===== src/rtl/mux_nto1_reg.sv =====
// N-to-1 multiplexer with one registered output word: explicit select (MODE 0) or round-robin (MODE 1).
// Latency: 1 cycle from input handshake to out_valid; sustains one word per cycle.
// Backpressure: a word loads when the output slot is empty or draining this cycle; otherwise no in_ready.
module mux_nto1_reg #(
  parameter int WIDTH = 24,
  parameter int N     = 4,
  parameter int MODE  = 0,
  localparam int SELW = (N > 1) ? $clog2(N) : 1
) (
  input  logic               clk,
  input  logic               reset,
  input  logic [N*WIDTH-1:0] in_data,
  input  logic [N-1:0]       in_valid,
  output logic [N-1:0]       in_ready,
  input  logic [SELW-1:0]    sel,
  output logic [WIDTH-1:0]   out_data,
  output logic               out_valid,
  input  logic               out_ready,
  output logic [SELW-1:0]    grant_idx
);

  // Output register and arbitration pointer
  logic [WIDTH-1:0] r_out_data;
  logic             r_out_valid;
  logic [SELW-1:0]  r_grant_idx;
  logic [SELW-1:0]  r_rr_ptr;

  // Combinational selection results
  logic             w_slot_free;
  logic             w_chosen;
  logic [SELW-1:0]  w_c;
  logic             w_xfer;
  logic [N-1:0]     w_ready;
  logic [WIDTH-1:0] w_data;

  // The slot can take a word when it is empty or its current word leaves this cycle
  assign w_slot_free = !r_out_valid || out_ready;

  // Pick the candidate channel: sel in MODE 0, first valid after rr_ptr in MODE 1
  always_comb begin
    w_chosen = 1'b0;
    w_c      = '0;
    if (MODE == 0) begin
      if (N == 1) begin
        // Only one source exists, so it is always the candidate.
        w_chosen = 1'b1;
      end else if (int'(sel) < N) begin
        w_chosen = 1'b1;
        w_c      = sel;
      end
    end else begin
      // Scan starts one past the last granted channel so every valid source gets a turn.
      for (int k = 1; k <= N; k++) begin
        if (!w_chosen && in_valid[(int'(r_rr_ptr) + k) % N]) begin
          w_chosen = 1'b1;
          w_c      = SELW'((int'(r_rr_ptr) + k) % N);
        end
      end
    end
  end

  // One-hot ready toward the candidate channel only when the slot can accept
  always_comb begin
    w_ready = '0;
    if (w_slot_free && w_chosen) begin
      w_ready[w_c] = 1'b1;
    end
  end

  assign w_xfer   = w_slot_free && w_chosen && in_valid[w_c];
  assign w_data   = in_data[int'(w_c)*WIDTH +: WIDTH];
  assign in_ready = w_ready;

  // Load on transfer, empty the slot when it drains with nothing behind it, hold on stall
  always_ff @(posedge clk or posedge reset) begin
    if (reset) begin
      r_out_valid <= 1'b0;
      r_out_data  <= '0;
      r_grant_idx <= '0;
      r_rr_ptr    <= SELW'(N - 1);
    end else if (w_xfer) begin
      r_out_valid <= 1'b1;
      r_out_data  <= w_data;
      r_grant_idx <= w_c;
      if (MODE == 1) begin
        r_rr_ptr <= w_c;
      end
    end else if (w_slot_free) begin
      r_out_valid <= 1'b0;
    end
  end

  assign out_data  = r_out_data;
  assign out_valid = r_out_valid;
  assign grant_idx = r_grant_idx;

endmodule


===== config.mk =====
export PLATFORM = sky130hd
export DESIGN_NAME = mux_nto1_reg
export DESIGN_NICKNAME = d
export VERILOG_FILES = /design/src/rtl/mux_nto1_reg.sv
export SDC_FILE = /design/constraint.sdc
export NUM_CORES = 1
export LEC_CHECK = 0
export CAP_MARGIN = 5
export CORE_UTILIZATION = 37
export CTS_CLUSTER_SIZE = 10
export DETAILED_ROUTE_END_ITERATION = 16
export PLACE_DENSITY = 0.92
export SYNTH_ARGS = -nofsm -noshare
export SYNTH_HDL_FRONTEND = slang
export SYNTH_SLANG_ARGS = --single-unit
export TNS_END_PERCENT = 50

===== constraint.sdc =====
create_clock -name clk -period 5 [get_ports clk]
set_clock_uncertainty 0.2 [all_clocks]
set_input_delay 1 -clock clk [delete_from_list [all_inputs] [get_ports clk]]
set_output_delay 1 -clock clk [all_outputs]
set_load 0.05 [all_outputs]

==> impl_metrics.ini <==
[outcome]
status = finished clean

[timing]
tns_ps = 0
period_minus_slack_ps = 3810
maxSlewViolCount = 0
fin_crit_sh = 0.762
relSlewSlack = 0.360
hold_slack_ps = 295
hold_viol_final = 0
max_freq_mhz = 262
finalSetupViolations = 0
tightest_slew_ps = 958
grt_setup_unrepaired = false

[place]
io_buffers = 135
placedCellCount = 282
hpwl_microns = 4080
place.gp.congestion = 0.699

[logic_synthesis]
ys_async_sr_fraction = 1.00
seq_area_frac_synth = 0.378
ys_types = 22
synth_edf_count = 0
synth_flop_cell = dfrtp_1
syn_nets = 207
postSynthCellCount = 102
syn_area_sq_um = 1790
synth_seq_cells = 27
yosysWarnings = 0
synth_area_per_cell_sq_um = 17.5

[critical_path]
critPathSlowestCell = clkdlybuf4s50_1
arrival_ps = 2610
cp_max_fo = 3
crit_chain = clkdlybuf4s50_1 -> nand2b_1 -> nand2_1 -> nor2_1 -> clkdlybuf4s50_1
cpMostUsedCell = clkdlybuf4s50_1
critPathCaptureType = primary output
cp_num_buf_inv = 2
path_delay_family = buffers and inverters
cpPeakStageDelay_ps = 810
path_class = input port to primary output
start_kind = input port
required_ps = 3800

[grt]
grt_overflow = 0
grt_pass1_vias = 1545
grt_usage = 0.201
antenna_found_initial = 0
grt_pass1_wl_microns = 7780
grt_max_degree = 28

[drt]
vias_per_cell = 5.15
drt_iter0_drc = 40
via_count = 1472
wl_per_cell_microns = 17.5
drc = 0
ant_nets = 0
postRouteWirelength_microns = 5020
drt_pass1_iterations = 4

[clock_network]
clockBufferDepth = 2
ctsResizeCount = 0
cts_buffers = 3
cts_sinks = 27
cts_tree = yes
ctsHtreeMaxLevel = 1
clk_latency_ps = 260
ctsRootBufferMaster = clkbuf_8
holdBufCountCts = 0
cts_setup_buffers = 0
path_clk_slew_ps = 90

[power_and_ir_drop]
p_leak_nw = 1.31
power_density_nw_per_um2 = 313
power_w = 0.000999
peakVddDrop_mv = 0.137

[die]
die_h_microns = 71.5
pin_count = 136
dieWidth_microns = 71.5
start_util = 0.397
num_rows = 24
core_sq_um = 4500
dieArea_sq_um = 5110

[run]
maxCapViolCount = 0

[layout]
diodes = 0
nets = 340
drive_gt1_frac = 0.192
layout.cells.non_filler = 286
area.growth.synth_to_final_pct = 78.4

[hold_path]
hold_path.class = flop to flop
-- sequential cells by signal, indices dropped and copies added, names as in the netlist --
name	count
out_data	24
out_valid	1
grant_idx	2
-- path summary, 6_finish.rpt --
kind	start	to	slack, ps	cells after the start
max	out_ready	in_ready[1]	1190	5
min	out_data[13]	out_data[13]	290	1
max reg2reg	out_valid	out_data[17]	2670	4
min reg2reg	out_data[13]	out_data[13]	290	1
max in group asynchronous	reset	out_data[14]	2970	2
min in group asynchronous	reset	out_data[10]	1050	2
-- cell families (layout without fill, tap and decap cells) --
kind of cell,after synthesis,after routing,share of synthesized area
mux,51,51,0.530
flops,27,27,0.378
buf+inv,11,143,0.0455
simple gates,10,10,0.0329
compound gates,3,3,0.0133
-- where the power goes --
part	internal, W	switching, W
registers	0.000275	0.0000313
logic	0.000269	0.000303
clock network	0.0000563	0.0000651
total	0.000600	0.000399
-- layer usage --
layer	wire length (microns)	vias up	global-route usage
met5	0	-	0
met4	51	0	0.0479
met3	416	4	0.0478
met2	2570	74	0.369
met1	1980	717	0.238
li1	-	677	-
-- metrics by stage --
step / instance area (sq um) / utilization / setup WS, ps
2_1_floorplan: 1790 / - / 1120
3_3_place_gp: 3140 / 0.697 / 1220
3_5_place_dp: 3140 / 0.697 / 1120
4_1_cts: 3190 / 0.708 / 1170
5_1_grt: 3190 / 0.708 / 1080
6_report: 3190 / 0.708 / 1190
-- synthesized netlist by cell type, drive strengths merged, types with 2 or more instances --
library cell	number	area [sq um]
mux4	24	571
nand2	2	7.51
nor3	2	15.0
dfrtp	27	676
nand2b	2	12.5
mux2i	2	20.0
mux2	25	357
buf	8	70.1
inv	2	7.51
-- cell usage in the layout, fill, tap and decap left out --
cell and instances:
mux4_1 8, inv_1 2, nand2_1 2, nor3_2 1
o22ai_1 1, dfrtp_1 27, a21o_1 1, clkinvlp_4 1
mux2i_1 2, nor2_1 1, clkbuf_8 3, mux4_2 16
o21ba_2 1, nor3b_1 1, nor3_1 1, mux2_1 5
and3_1 1, nor2b_1 1, nand2b_1 2, buf_4 2
mux2_4 20, buf_2 1, clkdlybuf4s50_1 134
-- final cells by class --
type                            instances  area [sq um]
Multi-Input combinational cell         64          1030
Sequential cell                        27           676
Fill cell                             307          1320
Timing Repair Buffer                  137          1360
Clock buffer                            3          41.3
Tap cell                               52          65.1
Clock inverter                          1          7.51
Inverter                                2          7.51
(Power assumes the default switching activity.)
